[config.mk]
export PLATFORM = sky130hd
export DESIGN_NAME = pong_io_frontend_flat
export DESIGN_NICKNAME = d
export VERILOG_FILES = /design/src/rtl/pong_io_frontend_if.sv /design/src/rtl/pong_io_frontend.sv /design/src/flat_wrapper.sv
export SDC_FILE = /design/constraint.sdc
export NUM_CORES = 1
export LEC_CHECK = 0
export ABC_AREA = 1
export BUFFER_PORTS_ARGS = -buffer_cell sky130_fd_sc_hd__buf_4
export CAP_MARGIN = 20
export CORE_UTILIZATION = 63
export CTS_BUF_LIST = sky130_fd_sc_hd__clkbuf_4 sky130_fd_sc_hd__clkbuf_8
export CTS_CLUSTER_SIZE = 20
export DETAILED_ROUTE_END_ITERATION = 8
export PLACE_DENSITY = 0.82
export SETUP_SLACK_MARGIN = 0.5
export SLEW_MARGIN = 20
export SYNTH_ARGS = -nofsm -noshare
export SYNTH_HDL_FRONTEND = slang
export SYNTH_SLANG_ARGS = --single-unit
[constraint.sdc]
create_clock -name CLOCK_50 -period 1.8 [get_ports CLOCK_50]
set_input_delay 0.36 -clock CLOCK_50 [delete_from_list [all_inputs] [get_ports CLOCK_50]]
set_output_delay 0.36 -clock CLOCK_50 [all_outputs]
set_load 0.005 [all_outputs]
[src/rtl/pong_io_frontend_if.sv]
// Pong front-end bus: raw/clean keys toward the game logic and VGA timing
// toward the pixel renderer. The frontend takes the master modport and the
// consumer takes the slave modport. frame_tick is present only when
// FRAME_TICK_EN is defined.
interface pong_io_frontend_if;
  logic [3:0] KEY;
  logic [3:0] key_clean;
  logic       pix_en;
  logic       VGA_CLK;
  logic [9:0] x;
  logic [9:0] y;
  logic       hsync;
  logic       vsync;
  logic       blank;
`ifdef FRAME_TICK_EN
  logic       frame_tick;
`endif

  modport master (
`ifdef FRAME_TICK_EN
    output frame_tick,
`endif
    input  KEY,
    output key_clean,
    output pix_en,
    output VGA_CLK,
    output x,
    output y,
    output hsync,
    output vsync,
    output blank
  );

  modport slave (
`ifdef FRAME_TICK_EN
    input  frame_tick,
`endif
    output KEY,
    input  key_clean,
    input  pix_en,
    input  VGA_CLK,
    input  x,
    input  y,
    input  hsync,
    input  vsync,
    input  blank
  );
endinterface

[src/rtl/pong_io_frontend.sv]
// Pong display/input front end.
// - 640x480@60 VGA timing from CLOCK_50 using a divide-by-2 pixel enable.
// - Four independent debouncers for the active-low push buttons.
// Optional: define FRAME_TICK_EN to add the frame_tick strobe (one CLOCK_50
// cycle wide, on the cycle the counters become x=0, y=V_VISIBLE).
module pong_io_frontend #(
  parameter int H_VISIBLE  = 640,
  parameter int H_FP       = 16,
  parameter int H_SYNC     = 96,
  parameter int H_BP       = 48,
  parameter int V_VISIBLE  = 480,
  parameter int V_FP       = 10,
  parameter int V_SYNC     = 2,
  parameter int V_BP       = 33,
  parameter int DEB_CYCLES = 500000
) (
  input  logic               CLOCK_50,
  input  logic               reset,
  pong_io_frontend_if.master bus
);

  localparam int H_TOTAL = H_VISIBLE + H_FP + H_SYNC + H_BP;
  localparam int V_TOTAL = V_VISIBLE + V_FP + V_SYNC + V_BP;

  localparam logic [9:0] H_LAST   = 10'(H_TOTAL - 1);
  localparam logic [9:0] V_LAST   = 10'(V_TOTAL - 1);
  localparam logic [9:0] H_ACT    = 10'(H_VISIBLE);
  localparam logic [9:0] V_ACT    = 10'(V_VISIBLE);
  localparam logic [9:0] HS_FIRST = 10'(H_VISIBLE + H_FP);
  localparam logic [9:0] HS_LAST  = 10'(H_VISIBLE + H_FP + H_SYNC - 1);
  localparam logic [9:0] VS_FIRST = 10'(V_VISIBLE + V_FP);
  localparam logic [9:0] VS_LAST  = 10'(V_VISIBLE + V_FP + V_SYNC - 1);

  // One extra bit so the counter can never wrap even at DEB_CYCLES-1.
  localparam int                DEB_W    = $clog2(DEB_CYCLES) + 1;
  localparam logic [DEB_W-1:0]  DEB_LAST = DEB_W'(DEB_CYCLES - 1);

  // ---------------------------------------------------------------------
  // Pixel enable
  // ---------------------------------------------------------------------
  logic r_t;

  // Divide-by-2 toggle; its high phase is the pixel enable.
  always_ff @(posedge CLOCK_50) begin
    if (reset) r_t <= 1'b0;
    else       r_t <= ~r_t;
  end

  assign bus.pix_en  = r_t;
  assign bus.VGA_CLK = r_t;

  // ---------------------------------------------------------------------
  // Raster counters, sync and blank
  // ---------------------------------------------------------------------
  logic [9:0] r_x;
  logic [9:0] r_y;
  logic       r_hsync;
  logic       r_vsync;
  logic       r_blank;
  logic [9:0] w_x_next;
  logic [9:0] w_y_next;

  // Next raster position; holds between pixel enables.
  always_comb begin
    w_x_next = r_x;
    w_y_next = r_y;
    if (r_t) begin
      if (r_x == H_LAST) begin
        w_x_next = 10'd0;
        if (r_y == V_LAST) w_y_next = 10'd0;
        else               w_y_next = r_y + 10'd1;
      end else begin
        w_x_next = r_x + 10'd1;
      end
    end
  end

  // Sync/blank are decoded from the next position so they register together
  // with x/y and always describe the coordinates being presented.
  always_ff @(posedge CLOCK_50) begin
    if (reset) begin
      r_x     <= 10'd0;
      r_y     <= 10'd0;
      r_hsync <= 1'b1;
      r_vsync <= 1'b1;
      r_blank <= 1'b0;
    end else if (r_t) begin
      r_x     <= w_x_next;
      r_y     <= w_y_next;
      r_hsync <= !((w_x_next >= HS_FIRST) && (w_x_next <= HS_LAST));
      r_vsync <= !((w_y_next >= VS_FIRST) && (w_y_next <= VS_LAST));
      r_blank <= (w_x_next >= H_ACT) || (w_y_next >= V_ACT);
    end
  end

  assign bus.x     = r_x;
  assign bus.y     = r_y;
  assign bus.hsync = r_hsync;
  assign bus.vsync = r_vsync;
  assign bus.blank = r_blank;

`ifdef FRAME_TICK_EN
  localparam logic [9:0] V_ACT_LAST = 10'(V_VISIBLE - 1);

  logic r_frame_tick;

  // Pulse for the single cycle in which the counters step onto (0, V_VISIBLE).
  always_ff @(posedge CLOCK_50) begin
    if (reset) r_frame_tick <= 1'b0;
    else       r_frame_tick <= r_t && (r_x == H_LAST) && (r_y == V_ACT_LAST);
  end

  assign bus.frame_tick = r_frame_tick;
`endif

  // ---------------------------------------------------------------------
  // Key debounce
  // ---------------------------------------------------------------------
  logic [3:0] r_sync1;
  logic [3:0] r_sync2;
  logic [3:0] w_key_clean;

  // Two-flop synchronizer; resets to "released" so no false press appears.
  always_ff @(posedge CLOCK_50) begin
    if (reset) begin
      r_sync1 <= 4'hF;
      r_sync2 <= 4'hF;
    end else begin
      r_sync1 <= bus.KEY;
      r_sync2 <= r_sync1;
    end
  end

  for (genvar g = 0; g < 4; g++) begin : g_deb
    logic [DEB_W-1:0] r_cnt;
    logic             r_clean;

    // Count consecutive cycles the synchronized key disagrees with the clean
    // level; any agreement (a bounce back) restarts the count.
    always_ff @(posedge CLOCK_50) begin
      if (reset) begin
        r_cnt   <= '0;
        r_clean <= 1'b1;
      end else if (r_sync2[g] == r_clean) begin
        r_cnt   <= '0;
      end else if (r_cnt == DEB_LAST) begin
        r_clean <= r_sync2[g];
        r_cnt   <= '0;
      end else begin
        r_cnt   <= r_cnt + 1'b1;
      end
    end

    assign w_key_clean[g] = r_clean;
  end

  assign bus.key_clean = w_key_clean;

endmodule

[src/flat_wrapper.sv]
// flat-port wrapper written by rule: the top's interface ports become plain ports
module pong_io_frontend_flat 
#(
  parameter int H_VISIBLE  = 640,
  parameter int H_FP       = 16,
  parameter int H_SYNC     = 96,
  parameter int H_BP       = 48,
  parameter int V_VISIBLE  = 480,
  parameter int V_FP       = 10,
  parameter int V_SYNC     = 2,
  parameter int V_BP       = 33,
  parameter int DEB_CYCLES = 500000
)
  (CLOCK_50, reset, bus_KEY, bus_key_clean, bus_pix_en, bus_VGA_CLK, bus_x, bus_y, bus_hsync, bus_vsync, bus_blank);
  pong_io_frontend_if bus_i ();
  input  logic CLOCK_50;
  input  logic reset;
  input wire logic [$bits(bus_i.KEY)-1:0] bus_KEY;
  output wire logic [$bits(bus_i.key_clean)-1:0] bus_key_clean;
  output wire logic [$bits(bus_i.pix_en)-1:0] bus_pix_en;
  output wire logic [$bits(bus_i.VGA_CLK)-1:0] bus_VGA_CLK;
  output wire logic [$bits(bus_i.x)-1:0] bus_x;
  output wire logic [$bits(bus_i.y)-1:0] bus_y;
  output wire logic [$bits(bus_i.hsync)-1:0] bus_hsync;
  output wire logic [$bits(bus_i.vsync)-1:0] bus_vsync;
  output wire logic [$bits(bus_i.blank)-1:0] bus_blank;
  assign bus_i.KEY = bus_KEY;
  assign bus_key_clean = bus_i.key_clean;
  assign bus_pix_en = bus_i.pix_en;
  assign bus_VGA_CLK = bus_i.VGA_CLK;
  assign bus_x = bus_i.x;
  assign bus_y = bus_i.y;
  assign bus_hsync = bus_i.hsync;
  assign bus_vsync = bus_i.vsync;
  assign bus_blank = bus_i.blank;
  pong_io_frontend #(.H_VISIBLE(H_VISIBLE), .H_FP(H_FP), .H_SYNC(H_SYNC), .H_BP(H_BP), .V_VISIBLE(V_VISIBLE), .V_FP(V_FP), .V_SYNC(V_SYNC), .V_BP(V_BP), .DEB_CYCLES(DEB_CYCLES)) u_core (.CLOCK_50(CLOCK_50), .reset(reset), .bus(bus_i));
endmodule
==> flow_summary.ini, run 1 <==
[placement]
place_area_um2 = 6390
gp_congestion = 0.916
place.detailed.hpwl_mm = 8.95
port_buffers = 34

[clock_network]
cts_buffer_depth = 2
numCtsBuffers = 17
htreeDepth = 4
cts_num_sinks = 116
clockRootBuffer = clkbuf_8

[synth]
synth_edf_count = 0
synth.distinct_cells = 40
syn_inst = 791
synth_xor_area_share_pct = 3.83
muxShareOfSynthArea_pct = 0
ys_seq_area_share_pct = 40.9
netlist_area_um2 = 5680
ys_warn_count = 0
syn_avg_cell_area_um2 = 7.18
synth_compound_area_share_pct = 7.56
synth_top_family_by_area = simple AND/OR/NAND/NOR gates
syn_nets = 804
async_flop_share_pct = 0
synth_flop_cell = dfxtp_1
yosys.area_share.simple_pct = 37.1
ys_ff_latch = 116
synthAdderAreaFrac_pct = 1.54

[run_status]
status = did not finish
tool.error = [ERROR DPL-0038] Utilization greater than 100%, impossible to legalize
stop_stage = global routing

[floorplanning]
fp.dieW_um = 96.9
start_util_pct = 65.1
die_h_um = 96.9
rows = 34
io_pins = 35

[timing]
postGrtWorstEndpoint = u_core.bus.blank$_SDFFE_PP0P_/D
worstEndpointType = register input

[global_routing]
grt_max_degree = 30
-- synthesized netlist by cell type (7+ instances only) --
| library cell | instances | area, µm² |
|---|---|---|
| or2_2 | 11 | 68.8 |
| nor2_2 | 16 | 100 |
| nand4_1 | 21 | 131 |
| nand2_2 | 9 | 56.3 |
| nor3_1 | 36 | 180 |
| nor3b_1 | 10 | 75.1 |
| inv_2 | 8 | 30.0 |
| nand3_1 | 50 | 250 |
| a21oi_1 | 37 | 185 |
| dfxtp_1 | 116 | 2320 |
| o21ai_0 | 21 | 105 |
| nor2_1 | 106 | 398 |
| xor2_1 | 14 | 123 |
| inv_1 | 105 | 394 |
| ha_1 | 7 | 87.6 |
| xnor2_1 | 9 | 78.8 |
| nand2_1 | 148 | 556 |
-- stage by stage --
| stage | instances | worst slack [ps] | hold WS (ps) |
|---|---|---|---|
| 3_3_place_gp | 927 | 119 | 393 |
| 2_1_floorplan | 791 | 318 | 389 |
| 4_1_cts | 1047 | 222 | 99.7 |
| 3_5_place_dp | 927 | 139 | 398 |
-- kinds of logic after synthesis --
kind of cell / count (synthesis)
AOI/OAI and AO/OA: 77
xor gates and xnor gates: 24
adders and majority gates: 7
buffers and inverters: 130
DFF: 116
and+or+nand+nor: 437
-- timing repair --
item | 4_1_cts
resized for setup | 231
setup buffers | 83
pin swaps | 92
hold buffers | 0
cloned | 6
setup endpoints to repair | 122
==> run 2, diff against run 1 <==
--- a/config.mk
+++ b/config.mk
@@ -8,12 +8,9 @@
 export ABC_AREA = 1
 export BUFFER_PORTS_ARGS = -buffer_cell sky130_fd_sc_hd__buf_4
 export CAP_MARGIN = 20
-export CORE_UTILIZATION = 63
-export CTS_BUF_LIST = sky130_fd_sc_hd__clkbuf_4 sky130_fd_sc_hd__clkbuf_8
-export CTS_CLUSTER_SIZE = 20
+export CORE_UTILIZATION = 40
 export DETAILED_ROUTE_END_ITERATION = 8
-export PLACE_DENSITY = 0.82
-export SETUP_SLACK_MARGIN = 0.5
+export PLACE_DENSITY_LB_ADDON = 0.15
 export SLEW_MARGIN = 20
 export SYNTH_ARGS = -nofsm -noshare
 export SYNTH_HDL_FRONTEND = slang
==> run 2 against run 1 <==
- the flow now finishes without violations
- synthesized cell count unchanged
- synthesized area unchanged
==> flow_summary.ini, run 2 <==
[synth]
yosysTopAreaCell = dfxtp_1
synth_flop_cell = dfxtp_1
ys_seq_area_share_pct = 40.9
netlist_area_um2 = 5680
ys_ff_latch = 116
synth.distinct_cells = 40
synthTopCellsByArea = dfxtp_1 41%, nand2_1 9.8%, nor2_1 7.0%
ys_top_cells_by_count = 148 x nand2_1, 116 x dfxtp_1, 106 x nor2_1
syn_avg_cell_area_um2 = 7.18
syn_inst = 791
synth.top_cell.area_share_pct = 40.9
synth_edf_count = 0
ys_warn_count = 0
synth.most_common_cell = nand2_1
syn_nets = 804
async_flop_share_pct = 0

[global_routing]
grt_max_degree = 21
grt_pass1_vias = 4630
grt_pass1_wl_mm = 20.7
antenna_found_initial = 0
grt-ovfl-total = 0
grt_use_total_pct = 17.9

[routing]
drtPass1Iterations = 5
via_count = 5123
first_iter_violations = 298
drt_wl_total_mm = 12.6
ant_nets = 0
routed_via_density = 4.86
post-route-drc-count = 0
wl_per_cell_um = 11.9

[setup_path]
crit_path_max_incr_delay_ps = 340
worstSetupPathType = reg -> reg
worstPathArrival_ps = 2010
crit_top_cell = nand3_2
path_cells = ha_2, nand2_1, inv_1, nand2_2, inv_2, nand3_2, nor2_4, nand3_2, inv_2, nand3_2, nor2_2, nand2_1, a21oi_1
crit_slowest_cell = dfxtp_2
cp-start-kind = flop
end_kind = flop
path_delay_family = simple AND/OR/NAND/NOR gates
required_ps = 2140
path_max_fanout = 4
path_buf_inv = 3

[timing]
worstMarginPinSlew_ps = 315
hold_viol = 0
post-route-period-util_pct = 92.7
fin_skew_ps = 10.7
period_needed_ps = 1670
max_freq_mhz = 599
setup_violations = 0
worst_hold_slack_ps = 135
drv_slew = 0
max_slew_margin_pct = 78.8
rsz0062_at_grt = yes
worst_slack_ps = 131

[cells_and_area]
final_cells = 1054
seq_area_um2 = 2330
regMostFlops = u_core.g_deb.r_cnt
nets = 878
drive_above_1_share_pct = 23.1
final_cell_mix = 140 x nand2_1, 108 x dfxtp_1, 103 x inv_1, 100 x nor2_1, 68 x buf_4
multi_input_area_um2 = 2990
fillers = 1316
final_common_cell = nand2_1
largest_register_ffs = 80
design_area_um2 = 7110
diodes = 0
area_growth_pct = 25.1

[clock_network]
clk_pin_slew_ps = 50
cts_tree = done
htreeDepth = 4
clockRootBuffer = clkbuf_16
numCtsBuffers = 17
cts_num_sinks = 116
cts_buffer_depth = 2
clock_latency_ps = 410

[floorplanning]
io_pins = 35
start_util_pct = 40.9
die_area_um2 = 14700
die_h_um = 121
core_area_um2 = 13900
rows = 43
fp.dieW_um = 121

[pwr]
p_leak_nw = 2.79
p_per_area_nw_per_um2 = 836
vdd_drop_max_mv = 0.648
finalPower_mw = 5.94

[placement]
port_buffers = 34
gp_congestion = 0.934
dp_cells = 1013
place.detailed.hpwl_mm = 9.00
place_area_um2 = 6270
place_ws_ps = 30.3

[worst_hold_path]
hold_path_class = in -> reg

[flow_run]
maxCapViolCount = 0

[run_status]
status = finished clean
==> run 2: cell counts after synthesis <==
Identical to the previous run, type by type.
==> run 2: timing repair <==
action,CTS,global route
endpoints found under the hold margin,0,0
gates resized for setup,0,52
buffers inserted,0,12
endpoints found under the setup margin,0,48
hold buffers,0,0
==> run 2: cells by family after synthesis <==
group / share of synthesized area, %
AO/OA/AOI/OAI: 7.56
AND/OR/NAND/NOR: 37.1
XOR/XNOR: 3.83
buffers and inverters: 9.12
flip-flops: 40.9
adder cells (fa/ha/maj): 1.54
==> run 2: cell type report <==
type	instances	area share, %
Clock buffer	22	6.67
Inverter	114	6.02
Tap cell	180	3.17
Sequential cell	116	32.9
Clock inverter	6	1.13
Timing Repair Buffer	71	8.10
Multi-Input combinational cell	545	42.1
==> run 2: metrics by stage <==
| step | setup TNS [ps] | utilization, % |
|---|---|---|
| 2_1_floorplan | 0 | - |
| 3_3_place_gp | 0 | 45.2 |
| 3_5_place_dp | 0 | 45.2 |
| 4_1_cts | 0 | 49.2 |
| 5_1_grt | -88.9 | 51.2 |
| 6_report | 0 | 51.2 |
==> run 2: worst paths after layout <==
check / startpoint / to / slack (ps) / cells after the start
max: u_core.g_deb[3].r_cnt[0]$_SDFF_PP0_ / u_core.g_deb[3].r_cnt[18]$_SDFF_PP0_ / 130 / 13
min: bus_KEY[1] / u_core.r_sync1[1]$_SDFF_PP1_ / 140 / 2
min reg2reg: u_core.r_sync1[1]$_SDFF_PP1_ / u_core.r_sync2[1]$_SDFF_PP1_ / 410 / 1
max reg2reg: u_core.g_deb[3].r_cnt[0]$_SDFF_PP0_ / u_core.g_deb[3].r_cnt[18]$_SDFF_PP0_ / 130 / 13
==> run 2: report_power, final <==
| part | internal [mW] | switching (mW) |
|---|---|---|
| registers | 2.59 | 0.0149 |
| logic | 0.0705 | 0.0844 |
| clock network | 2.10 | 1.08 |
==> run 2: routing by layer <==
metal | GRT usage, % | part of all wire (%)
met1 | 22.2 | 48
met2 | 28.8 | 46
met3 | 5.36 | 4.0
met4 | 7.10 | 1.4
met5 | 0 | 0
(Power assumes the default switching activity.)
